<file path="src/rtl/rriot_pkg.sv">
// Shared types and constants for the RRIOT port front end.
// Idle port level, default debounce window and the 8-bit port type.
package rriot_pkg;

    typedef logic [7:0] port_t;

    localparam port_t PORT_IDLE        = 8'hFF;
    localparam int    DEBOUNCE_DEFAULT = 16;

endpackage

</file>
<file path="src/rtl/rriot_port_conditioner_if.sv">
// Pin, debounced-port and edge/IRQ bundle of the port conditioner.
// master drives pins and controls; slave is the conditioner itself.
interface rriot_port_conditioner_if;
    import rriot_pkg::*;

    port_t pa_pin;
    port_t pb_pin;
    port_t pai;
    port_t pbi;
    port_t pa_changed;
    port_t pb_changed;
    logic  edge_sel;
    logic  edge_irq_en;
    logic  edge_ack;
    logic  edge_flag;
    logic  irq_n;

    modport master (
        output pa_pin, pb_pin, edge_sel, edge_irq_en, edge_ack,
        input  pai, pbi, pa_changed, pb_changed, edge_flag, irq_n
    );

    modport slave (
        input  pa_pin, pb_pin, edge_sel, edge_irq_en, edge_ack,
        output pai, pbi, pa_changed, pb_changed, edge_flag, irq_n
    );

endinterface

</file>
<file path="src/rtl/port_debounce.sv">
// One pin: two-flop synchroniser, debounce counter, stable level
// and a one-cycle pulse whenever the accepted level changes.
module port_debounce #(
    parameter int   DEBOUNCE_CYCLES = 16,
    parameter logic RESET_VAL       = 1'b1
) (
    input  logic clk,
    input  logic rst,
    input  logic pin,
    output logic level,
    output logic changed
);

    localparam int CNT_W = $clog2(DEBOUNCE_CYCLES + 1);
    localparam logic [CNT_W-1:0] LAST = CNT_W'(DEBOUNCE_CYCLES - 1);

    logic             s1;
    logic             s2;
    logic [CNT_W-1:0] count;

    // Bring the asynchronous pin into the clock domain.
    always_ff @(posedge clk or posedge rst) begin
        if (rst) begin
            s1 <= RESET_VAL;
            s2 <= RESET_VAL;
        end else begin
            s1 <= pin;
            s2 <= s1;
        end
    end

    // Accept a new level only after an unbroken run of differing samples.
    always_ff @(posedge clk or posedge rst) begin
        if (rst) begin
            count   <= '0;
            level   <= RESET_VAL;
            changed <= 1'b0;
        end else begin
            changed <= 1'b0;
            if (s2 == level) begin
                count <= '0;
            end else if (count == LAST) begin
                level   <= s2;
                count   <= '0;
                changed <= 1'b1;
            end else begin
                count <= count + CNT_W'(1);
            end
        end
    end

endmodule

</file>
<file path="src/rtl/rriot_port_conditioner.sv">
// RRIOT port input front end: sync + debounce of PA/PB and a
// PA edge detector with latched flag and active-low interrupt.
module rriot_port_conditioner
    import rriot_pkg::*;
#(
    parameter int DEBOUNCE_CYCLES = DEBOUNCE_DEFAULT,
    parameter int EDGE_PIN        = 7
) (
    input logic phi2,
    input logic rst,
    rriot_port_conditioner_if.slave bus
);

    port_t pai_int;
    port_t pbi_int;
    port_t pa_chg;
    port_t pb_chg;
    logic  edge_set;
    logic  flag_q;
    logic  flag_d;

    for (genvar i = 0; i < 8; i++) begin : g_bit
        port_debounce #(
            .DEBOUNCE_CYCLES(DEBOUNCE_CYCLES),
            .RESET_VAL      (PORT_IDLE[i])
        ) u_pa (
            .clk    (phi2),
            .rst    (rst),
            .pin    (bus.pa_pin[i]),
            .level  (pai_int[i]),
            .changed(pa_chg[i])
        );

        port_debounce #(
            .DEBOUNCE_CYCLES(DEBOUNCE_CYCLES),
            .RESET_VAL      (PORT_IDLE[i])
        ) u_pb (
            .clk    (phi2),
            .rst    (rst),
            .pin    (bus.pb_pin[i]),
            .level  (pbi_int[i]),
            .changed(pb_chg[i])
        );
    end

    // A debounced change to the selected polarity sets the flag; set beats ack.
    always_comb begin
        edge_set = 1'b0;
        flag_d   = flag_q;
        edge_set = pa_chg[EDGE_PIN] && (pai_int[EDGE_PIN] == bus.edge_sel);
        flag_d   = edge_set || (flag_q && !bus.edge_ack);
    end

    // Latched edge flag, held until acknowledged.
    always_ff @(posedge phi2 or posedge rst) begin
        if (rst) begin
            flag_q <= 1'b0;
        end else begin
            flag_q <= flag_d;
        end
    end

    assign bus.pai        = pai_int;
    assign bus.pbi        = pbi_int;
    assign bus.pa_changed = pa_chg;
    assign bus.pb_changed = pb_chg;
    assign bus.edge_flag  = flag_q;
    assign bus.irq_n      = ~(flag_q & bus.edge_irq_en);

endmodule

</file>
<file path="src/flat_wrapper.sv">
// flat-port wrapper written by rule: the top's interface ports become plain ports
module rriot_port_conditioner_flat import rriot_pkg::*;
#(
    parameter int DEBOUNCE_CYCLES = DEBOUNCE_DEFAULT,
    parameter int EDGE_PIN        = 7
)
  (phi2, rst, bus_pa_pin, bus_pb_pin, bus_edge_sel, bus_edge_irq_en, bus_edge_ack, bus_pai, bus_pbi, bus_pa_changed, bus_pb_changed, bus_edge_flag, bus_irq_n);
  rriot_port_conditioner_if bus_i ();
  input logic phi2;
  input logic rst;
  input wire logic [$bits(bus_i.pa_pin)-1:0] bus_pa_pin;
  input wire logic [$bits(bus_i.pb_pin)-1:0] bus_pb_pin;
  input wire logic [$bits(bus_i.edge_sel)-1:0] bus_edge_sel;
  input wire logic [$bits(bus_i.edge_irq_en)-1:0] bus_edge_irq_en;
  input wire logic [$bits(bus_i.edge_ack)-1:0] bus_edge_ack;
  output wire logic [$bits(bus_i.pai)-1:0] bus_pai;
  output wire logic [$bits(bus_i.pbi)-1:0] bus_pbi;
  output wire logic [$bits(bus_i.pa_changed)-1:0] bus_pa_changed;
  output wire logic [$bits(bus_i.pb_changed)-1:0] bus_pb_changed;
  output wire logic [$bits(bus_i.edge_flag)-1:0] bus_edge_flag;
  output wire logic [$bits(bus_i.irq_n)-1:0] bus_irq_n;
  assign bus_i.pa_pin = bus_pa_pin;
  assign bus_i.pb_pin = bus_pb_pin;
  assign bus_i.edge_sel = bus_edge_sel;
  assign bus_i.edge_irq_en = bus_edge_irq_en;
  assign bus_i.edge_ack = bus_edge_ack;
  assign bus_pai = bus_i.pai;
  assign bus_pbi = bus_i.pbi;
  assign bus_pa_changed = bus_i.pa_changed;
  assign bus_pb_changed = bus_i.pb_changed;
  assign bus_edge_flag = bus_i.edge_flag;
  assign bus_irq_n = bus_i.irq_n;
  rriot_port_conditioner #(.DEBOUNCE_CYCLES(DEBOUNCE_CYCLES), .EDGE_PIN(EDGE_PIN)) u_core (.phi2(phi2), .rst(rst), .bus(bus_i));
endmodule
</file>
<file path="config.mk">
export PLATFORM = sky130hd
export DESIGN_NAME = rriot_port_conditioner_flat
export DESIGN_NICKNAME = d
export VERILOG_FILES = /design/src/rtl/rriot_pkg.sv /design/src/rtl/rriot_port_conditioner_if.sv /design/src/rtl/port_debounce.sv /design/src/rtl/rriot_port_conditioner.sv /design/src/flat_wrapper.sv
export SDC_FILE = /design/constraint.sdc
export NUM_CORES = 1
export LEC_CHECK = 0
export CAP_MARGIN = 20
export CORE_MARGIN = 1.5
export CORE_UTILIZATION = 51
export CTS_CLUSTER_SIZE = 24
export DETAILED_ROUTE_END_ITERATION = 16
export PLACE_DENSITY_LB_ADDON = 0.15
export RECOVER_POWER = 50
export SYNTH_ARGS = -nofsm -noshare
export SYNTH_HDL_FRONTEND = slang
export SYNTH_SLANG_ARGS = --single-unit
</file>
<file path="constraint.sdc">
create_clock -name phi2 -period 4.87 [get_ports phi2]
set_clock_uncertainty 0.2 [all_clocks]
set_input_delay 0.974 -clock phi2 [delete_from_list [all_inputs] [get_ports phi2]]
set_output_delay 0.974 -clock phi2 [all_outputs]
set_load 0.01 [all_outputs]
</file>
Word level (Yosys, flattened, before mapping)
Cells that the tools add are included.
Widths: inputs -> output; s select.
{"block": "classes", "add_sub_neg": 16, "n_eq_ne": 33, "mux": 64, "bitwise_logic": 18, "reduce_logical": 20}
{"op": "$mux 5", "count": 32}
{"op": "$add 5x1->5 const B", "count": 16}
{"op": "$eq 5x4->1 const B", "count": 16}
{"op": "$mux 1", "count": 32}
{"op": "$reduce_and 2->1", "count": 16}
{"op": "$eq 1x1->1", "count": 17}
{"op": "$not 1->1", "count": 17}
{"op": "$logic_and 1x1->1", "count": 2}
{"op": "$and 1x1->1", "count": 1}
{"op": "$logic_not 1->1", "count": 1}
{"op": "$logic_or 1x1->1", "count": 1}
{"block": "word_totals", "reg_bits": 145, "input_bits": 21, "out_inout_bits": 34, "elab_cells": 232}

Logic depth before layout (Yosys ltp)
Gate-level depths: netlist of the first run.
{"block": "logic_depth", "ltp_word": 3, "ltp_mapped": 4, "ltp_nobuf": 4}

Modules after synthesis
From an unflattened synthesis of the first run, not the netlist that was laid out.
{"block": "hier_totals", "cells_unflattened": 438, "hier_area_um2": 5739.3}
{"module": "port_debounce", "n_inst": 16, "cells_each": 27, "area_each_um2": 355.3, "seq_area_each_um2": 229.0}
{"module": "rriot_port_conditioner", "n_inst": 1, "cells_each": 6, "area_each_um2": 53.8, "seq_area_each_um2": 25.0}

Worst setup path before layout of the first run
No wires, ideal clock.
{"block": "synth_path", "path_kind": "input to output", "startpoint": "input bus_edge_irq_en", "endpoint": "output bus_irq_n", "t_arrival_ps": 1061, "required_time_ps": 3696, "slack_ps": 2635, "cell_stages": 1, "path_buffers": 0, "cell_sequence": "nand2_1"}
{"block": "synth_between", "elab_chain_cells": 2}
{"item": "start: declaration", "line": "flat_wrapper.sv:14", "rtl": "input wire logic [$bits(bus_i.edge_irq_en)-1:0] bus_edge_irq_en;"}
{"item": "$and 1x1->1", "line": "rriot_port_conditioner.sv:68", "rtl": "assign bus.irq_n = ~(flag_q & bus.edge_irq_en);"}
{"item": "$not 1->1", "line": "rriot_port_conditioner.sv:68"}
{"item": "end: declaration", "line": "flat_wrapper.sv:21", "rtl": "output wire logic [$bits(bus_i.irq_n)-1:0] bus_irq_n;"}
No other way between the ends.

Worst setup path in the final report of the first run
Same ends and word-level chain as after synthesis.

==> results.env, run 1 <==
OUTCOME='completed'
FINALWORSTPATHREQUIREDPERIOD_NS=3.144
MOSTFREQUENTLAYOUTCELLS='97 x sky130_fd_sc_hd__dfrtp_1, 75 x sky130_fd_sc_hd__nor2_1, 44 x sky130_fd_sc_hd__dfstp_2, 36 x sky130_fd_sc_hd__clkdlybuf4s50_1, 33 x sky130_fd_sc_hd__xnor2_1'
TIMING.CRITICAL_PATH.SLOWEST_CELL_DELAY_NS=0.53
MOSTFREQUENTLAYOUTCELL='sky130_fd_sc_hd__dfrtp_1'
FINAL_NUMBER_OF_MAX_TRANSITION_VIOLATIONS=0
REGTOREGSTARTPOINT='u_core.g_bit[6].u_pa.count[0]$_DFF_PP0_'
WORST_SETUP_PATH_START_KIND='primary input'
ANTENNA_FIX_CELLS=0
FINAL_CELL_AREA_UM2=6725
PWR-SHARE-SEQ_PCT=50.2
INITIAL_CORE_UTILIZATION_PCT=52.45
SYNTHCELLS=451
PLACEMENT_ROWS=38
CTSHOLDBUFFERS=0
SYN_NETS=488
ROUTED_WIRE_LENGTH_PER_INSTANCE_UM=11.80
LEAKAGEPOWER_uW=0.003140
DESIGN_POWER_TOTAL_uW=2580
GRT_FIRST_PASS_WIRELENGTH_MM=13.50
GRT_ANTENNA_BEFORE_REPAIR=0
MULTI_INPUT_AREA_UM2=1695
HOLDCRITPATHCLASS='reg -> reg'
DP_HPWL_MM=5.111
CRIT_PATH_TOP_DELAY_CELL='sky130_fd_sc_hd__clkdlybuf4s50_1'
DRCVIOLATIONCOUNT=0
P_PER_AREA_nW_PER_UM2=383.6
PATH_CELLS='clkdlybuf4s50_1 -> nand2_1 -> clkdlybuf4s50_1'
FIN_CELLS=647
FP.DIEH_UM=108.6
FINALSETUPVIOLATIONS=0
CTS_RESIZED=0
GLOBALPLACE.CONGESTION=0.7069
CTS.CLK_SLEW.WORST_PATHS_NS=0.06
YS_SEQ_ELEMENTS=145
H_TREE_LEVELS=4
AREA.GROWTH.SYNTH_TO_FINAL_PCT=18.29
VDD_IR_DROP_MAX_uV=248.9
R2R_SETUP_SLACK_NS=3.39
FINAL_ANTENNA_NET_COUNT=0
WORST_REL_SLEW_SLACK_PCT=35.67
YS_WARN_COUNT=0
VIA_PER_INST=4.771
RSZ0062_AT_GRT='no'
LAYOUT.NETS=531
SEQ_AREA_FRAC_SYNTH_PCT=64.88
NUMBER_OF_GLOBAL_ROUTE_VIAS_BEFORE_REPAIR=3186
N_FILL_CELL=874
CRITICAL_PATH.MOST_COMMON_CELL='sky130_fd_sc_hd__clkdlybuf4s50_1'
IO_BUFFER_COUNT=54
CRITICAL_PATH.N_BUFFERS_INVERTERS=2
INTPOWER_uW=2044
WORST-ENDPOINT-REQUIRED_NS=3.70
CLOCK_ROOT_BUFFER='sky130_fd_sc_hd__clkbuf_8'
PERIOD_SHARE_PCT=64.56
DRT_ITER0_MARKERS=95
POWER_SWITCHING_uW=536.1
CLOCKPOWERSHARE_PCT=45.4
FP.COREAREA_UM2=10840
DIE_WIDTH_UM=108.6
CPLARGESTDELAYFAMILY='buffers and inverters'
FMAX_MHz=318.1
DRT-TOTAL-WL_MM=7.633
SYN_AREA_UM2=5685
SETUP_TNS_NS=0
FLOORPLAN.DIE_AREA_UM2=11790
CRIT_PATH_END_KIND='primary output'
POST_CTS_SETUP_REPAIR_BUFS=0
CRITPATHKIND='in -> out'
CP_MAX_FO=1
CTS_TREE='built'
VIAS_AFTER_DETAILED_ROUTING=3087
WHS_PATH_DEPTH=0
TOP_LEVEL_PORTS=55
PIN_COUNT_OF_THE_BIGGEST_NET_ENTERING_GLOBAL_ROUTING=82
ENDPOINT_OF_THE_WORST_REGISTER_TO_REGISTER_PATH='u_core.g_bit[6].u_pa.count[3]$_DFF_PP0_'
UTILIZATION_PCT=62.04
HOLD-PATH-ENDPOINT='u_core.g_bit[0].u_pa.s2$_DFF_PP1_'
DETAILED_PLACE.AREA_UM2=6192
WORSTHOLDSTART='u_core.g_bit[0].u_pa.s1$_DFF_PP1_'
CTS_MADE_BUFFERS=17
FINAL_HOLD_VIOLS=0
REGISTER_AREA_UM2=3689
CTSLONGESTPATHBUFFERS=2
PLACE.DETAILED.INSTANCES=615
DRV.MAX_CAP_VIOLATION_COUNT=0
SYNTHESIS.AREA_PER_INSTANCE_UM2=12.61
POST_SYNTH_NUM_CELL_TYPES=20
POWER_SWITCHING_SHARE_PCT=20.78
PWR-SHARE-COMB_PCT=4.4
TIGHTEST_SLEW_NS=0.9596
NUMCLOCKSINKS=145
DRIVE_GT1_SHARE_PCT=15.78
GLOBALROUTEOVERFLOWTOTAL=0
TRACK_USAGE_PCT=15.28
CLOCK_INSERTION_DELAY_WORST_SKEW_NS=0.53
WORSTPATHARRIVAL_NS=1.97
DRT_FIRST_PASS_ITERS=4
RR_WORST_DEPTH=4
worst reg2reg max path, delay by kind of cell, from the launching register on:
family / cells / cell delay [ns]
DFF: 1 / 0.37
AOI/OAI and AO/OA: 1 / 0.34
and+or+nand+nor: 2 / 0.24
adders and majority gates: 1 / 0.20
cells in the mapped netlist:
| library cell | n | area share, % |
|---|---|---|
| sky130_fd_sc_hd__and2_1 | 4 | 0.44 |
| sky130_fd_sc_hd__ha_1 | 16 | 3.5 |
| sky130_fd_sc_hd__mux2_1 | 10 | 2.0 |
| sky130_fd_sc_hd__o21ai_1 | 15 | 1.3 |
| sky130_fd_sc_hd__nor2_1 | 75 | 5.0 |
| sky130_fd_sc_hd__o21ai_0 | 1 | 0.088 |
| sky130_fd_sc_hd__and3_1 | 16 | 1.8 |
| sky130_fd_sc_hd__o21ai_2 | 1 | 0.15 |
| sky130_fd_sc_hd__xnor2_1 | 33 | 5.1 |
| sky130_fd_sc_hd__xor2_1 | 32 | 4.9 |
| sky130_fd_sc_hd__nand2_1 | 2 | 0.13 |
| sky130_fd_sc_hd__dfrtp_1 | 97 | 43 |
| sky130_fd_sc_hd__dfstp_2 | 48 | 22 |
| sky130_fd_sc_hd__mux2_2 | 6 | 1.2 |
| sky130_fd_sc_hd__nor3_1 | 16 | 1.4 |
| sky130_fd_sc_hd__nand3_2 | 1 | 0.18 |
| sky130_fd_sc_hd__inv_1 | 14 | 0.92 |
| sky130_fd_sc_hd__buf_4 | 32 | 4.2 |
| sky130_fd_sc_hd__nand3_1 | 31 | 2.7 |
| sky130_fd_sc_hd__nor2_2 | 1 | 0.11 |
per-stage QoR:
step	hold WS [ns]	setup WS [ns]
2_1_floorplan	0.1452	1.916
3_3_place_gp	0.1458	1.732
3_5_place_dp	0.1468	1.710
4_1_cts	0.1551	1.711
5_1_grt	0.1565	1.690
6_report	0.1547	1.726
sequential cells by signal, summed over array words and instances, names as in the netlist:
| register | cells |
|---|---|
| u_core.g_bit.u_pb.level | 8 |
| u_core.g_bit.u_pb.s1 | 8 |
| u_core.g_bit.u_pa.s2 | 8 |
| u_core.g_bit.u_pb.s2 | 8 |
| u_core.g_bit.u_pb.count | 40 |
| u_core.g_bit.u_pa.changed | 8 |
| u_core.g_bit.u_pa.level | 8 |
| u_core.g_bit.u_pa.count | 40 |
| u_core.g_bit.u_pa.s1 | 8 |
| u_core.g_bit.u_pb.changed | 8 |
| u_core.bus.edge_flag | 1 |
final cells by class:
cell class,instances,area share [%]
sequential,145,54.85
multi-input combinational,260,25.21
timing repair buffer,56,8.447
clock buffer,27,7.312
tap,140,2.605
inverter,14,0.8000
clock inverter,5,0.7814
per-layer routing:
| metal | vias up | GRT usage, % | wire [um] |
|---|---|---|---|
| li1 | 1537 | - | - |
| met1 | 1495 | 18.46 | 3588 |
| met2 | 46 | 23.23 | 3576 |
| met3 | 9 | 7.052 | 361 |
| met4 | 0 | 7.331 | 107 |
| met5 | - | 0 | 0 |
power by group through the flow:
stage	logic (uW)	registers (uW)	clock network, uW
after floorplan	83.3	1310	0
after global placement	117	1310	0
after detailed placement	121	1320	0
after CTS	121	1300	1210
after global routing	135	1300	1260
final	113	1300	1170
worst max path at each step:
stage	slack, ns	endpoint	depth (start not counted)	startpoint
after floorplan	1.92	u_core.bus.edge_flag$_DFF_PP0_	1	rst
after global placement	1.73	bus_irq_n	3	bus_edge_irq_en
after detailed placement	1.71	bus_irq_n	3	bus_edge_irq_en
after CTS	1.71	bus_irq_n	3	bus_edge_irq_en
after global routing	1.69	bus_irq_n	3	bus_edge_irq_en
final	1.73	bus_irq_n	3	bus_edge_irq_en
cell families (layout without fill, tap and decap cells):
| group | after synthesis | count (layout) | share of synthesized area (%) |
|---|---|---|---|
| flip-flops | 145 | 145 | 64.88 |
| buffers and inverters | 46 | 102 | 5.150 |
| XOR/XNOR | 65 | 65 | 10.01 |
| AND/OR/NAND/NOR | 146 | 146 | 11.71 |
| AO/OA/AOI/OAI | 17 | 17 | 1.562 |
| adder cells (fa/ha/maj) | 16 | 16 | 3.521 |
| multiplexers | 16 | 16 | 3.169 |
Power figures use the tool's default switching activity.
==> run 2: changes to the inputs <==
--- a/config.mk
+++ b/config.mk
@@ -7,7 +7,7 @@
 export LEC_CHECK = 0
 export CAP_MARGIN = 20
 export CORE_MARGIN = 1.5
-export CORE_UTILIZATION = 51
+export CORE_UTILIZATION = 55
 export CTS_CLUSTER_SIZE = 24
 export DETAILED_ROUTE_END_ITERATION = 16
 export PLACE_DENSITY_LB_ADDON = 0.15
==> constraint.sdc (replaced) <==
create_clock -name phi2 -period 2.9 [get_ports phi2]
set_clock_uncertainty 0.2 [all_clocks]
set_input_delay 0.58 -clock phi2 [delete_from_list [all_inputs] [get_ports phi2]]
set_output_delay 0.58 -clock phi2 [all_outputs]
set_load 0.01 [all_outputs]
==> run 2 against run 1 <==
Against the previous run:
- cell area is 0.13% lower
- die area shrank 7.1%
- sequential power is 68% higher
- sequential share of layout area increased by 0.072 points
- non-clock buffer count is the same
- critical path type is now reg -> out
- critical endpoint is now bus_pai[7]
- largest cell class unchanged
- largest power group unchanged
==> results.env, run 2 (synthesis results as in run 1) <==
OUTCOME='completed'
FINAL_ANTENNA_NET_COUNT=0
INITIAL_CORE_UTILIZATION_PCT=57.37
REGISTER_AREA_UM2=3689
VIA_PER_INST=4.927
REGTOREGSTARTPOINT='u_core.g_bit[0].u_pa.count[0]$_DFF_PP0_'
FIN_CELLS=640
N_FILL_CELL=727
DRIVE_GT1_SHARE_PCT=16.17
RSZ0062_AT_GRT='no'
DESIGN_POWER_TOTAL_uW=4368
AREA.GROWTH.SYNTH_TO_FINAL_PCT=18.13
CRITPATHKIND='reg -> out'
FLOORPLAN.DIE_AREA_UM2=10960
VIAS_AFTER_DETAILED_ROUTING=3153
FP.COREAREA_UM2=9910
WORST_SETUP_PATH_START_KIND='flop'
GRT_FIRST_PASS_WIRELENGTH_MM=13.76
FINALSETUPVIOLATIONS=0
DRCVIOLATIONCOUNT=0
GLOBALROUTEOVERFLOWTOTAL=0
P_PER_AREA_nW_PER_UM2=650.4
DP_HPWL_MM=5.098
CRIT_PATH_END_KIND='primary output'
CTS_RESIZED=0
WORSTPATHARRIVAL_NS=1.72
PERIOD_SHARE_PCT=86.30
MOSTFREQUENTLAYOUTCELL='sky130_fd_sc_hd__dfrtp_1'
SETUP_TNS_NS=0
IO_BUFFER_COUNT=54
RR_WORST_DEPTH=4
TIMING.CRITICAL_PATH.DEPTH=1
TIGHTEST_SLEW_NS=1.281
PLACE.DETAILED.INSTANCES=608
WHS_PATH_DEPTH=0
DRV.MAX_CAP_VIOLATION_COUNT=0
ROUTED_WIRE_LENGTH_PER_INSTANCE_UM=12.21
DRT_FIRST_PASS_ITERS=4
CTS.CLK_SLEW.WORST_PATHS_NS=0.06
FINAL_HOLD_VIOLS=0
VDD_IR_DROP_MAX_uV=679.2
FMAX_MHz=399.6
WORSTHOLDSTART='u_core.g_bit[5].u_pa.s1$_DFF_PP1_'
FINAL_NUMBER_OF_MAX_TRANSITION_VIOLATIONS=0
PIN_COUNT_OF_THE_BIGGEST_NET_ENTERING_GLOBAL_ROUTING=101
TIMING.CRITICAL_PATH.SLOWEST_CELL_DELAY_NS=0.62
FINALWORSTPATHREQUIREDPERIOD_NS=2.503
CLOCK_ROOT_BUFFER='sky130_fd_sc_hd__clkbuf_8'
GRT_ANTENNA_BEFORE_REPAIR=0
TOP_LEVEL_PORTS=55
DRT-TOTAL-WL_MM=7.813
DRT_ITER0_MARKERS=86
CP_MAX_FO=5
HOLDCRITPATHCLASS='reg -> reg'
WORST_REL_SLEW_SLACK_PCT=14.62
H_TREE_LEVELS=4
POST_CTS_SETUP_REPAIR_BUFS=0
DIE_WIDTH_UM=104.7
MOSTFREQUENTLAYOUTCELLS='97 x sky130_fd_sc_hd__dfrtp_1, 75 x sky130_fd_sc_hd__nor2_1, 45 x sky130_fd_sc_hd__dfstp_2, 37 x sky130_fd_sc_hd__clkdlybuf4s50_1, 33 x sky130_fd_sc_hd__xnor2_1'
NUMBER_OF_GLOBAL_ROUTE_VIAS_BEFORE_REPAIR=3190
TRACK_USAGE_PCT=16.21
CTSLONGESTPATHBUFFERS=2
LEAKAGEPOWER_uW=0.003143
CLOCK_INSERTION_DELAY_WORST_SKEW_NS=0.52
NUMCLOCKSINKS=145
GLOBALPLACE.CONGESTION=0.7416
CTS_TREE='built'
LAYOUT.NETS=531
CTSHOLDBUFFERS=0
ANTENNA_FIX_CELLS=0
CPLARGESTDELAYFAMILY='flip-flops'
WORST_SETUP_PATH_STARTPOINT='u_core.g_bit[7].u_pa.level$_DFFE_PP1P_'
CRITICAL_PATH.N_BUFFERS_INVERTERS=1
PATH_CELLS='clkdlybuf4s50_1'
CRIT_PATH_TOP_DELAY_CELL='sky130_fd_sc_hd__dfstp_1'
MULTI_INPUT_AREA_UM2=1699
WORST-ENDPOINT-REQUIRED_NS=2.12
LAYOUT_TOP_REGISTERS='u_core.g_bit.u_pa.count (40), u_core.g_bit.u_pb.count (40)'
PLACEMENT_ROWS=36
FP.DIEH_UM=104.7
CTS_MADE_BUFFERS=17
[run 2: power breakdown]
group / internal (uW) / leakage, uW / switching, uW
Combinational: 84.9 / 0.00106 / 105
Clock: 1250 / 0.000269 / 751
Sequential: 2120 / 0.00182 / 55.9
[run 2: per-layer routing]
metal	vias to the layer above	track usage, %	wire length, um
met3	12	5.926	335
met4	0	8.806	147
met1	1556	19.34	3521
li1	1539	-	-
met2	46	25.66	3809
met5	-	0	0
[run 2: final cells by class]
type	count	area share (%)
tap	133	2.478
clock inverter	4	0.7079
timing repair buffer	56	8.234
clock buffer	28	7.526
sequential	145	54.92
multi-input combinational	260	25.30
inverter	14	0.8383
[run 2: worst paths after layout]
path | endpoint | slack, ns
worst max-delay path | bus_pai[7] | 0.40
worst min-delay path | u_core.g_bit[5].u_pa.s2$_DFF_PP1_ | 0.15
worst max register to register | u_core.g_bit[0].u_pa.level$_DFFE_PP1P_ | 1.41
worst min register to register | u_core.g_bit[5].u_pa.s2$_DFF_PP1_ | 0.15
max in group asynchronous | u_core.g_bit[3].u_pa.count[3]$_DFF_PP0_ | 0.89
min in group asynchronous | u_core.g_bit[4].u_pa.count[4]$_DFF_PP0_ | 0.70
[run 2: per-stage QoR]
stage	hold slack (ns)	cell area, um2	setup slack (ns)	utilization (%)
global placement	0.1458	6183	0.5564	62.40
detailed placement	0.1470	6183	0.5600	62.40
global route	0.1585	6716	0.3237	67.78
floorplan	0.1452	5689	0.3402	-
CTS	0.1532	6736	0.4197	67.98
finish	0.1521	6716	0.3972	67.78
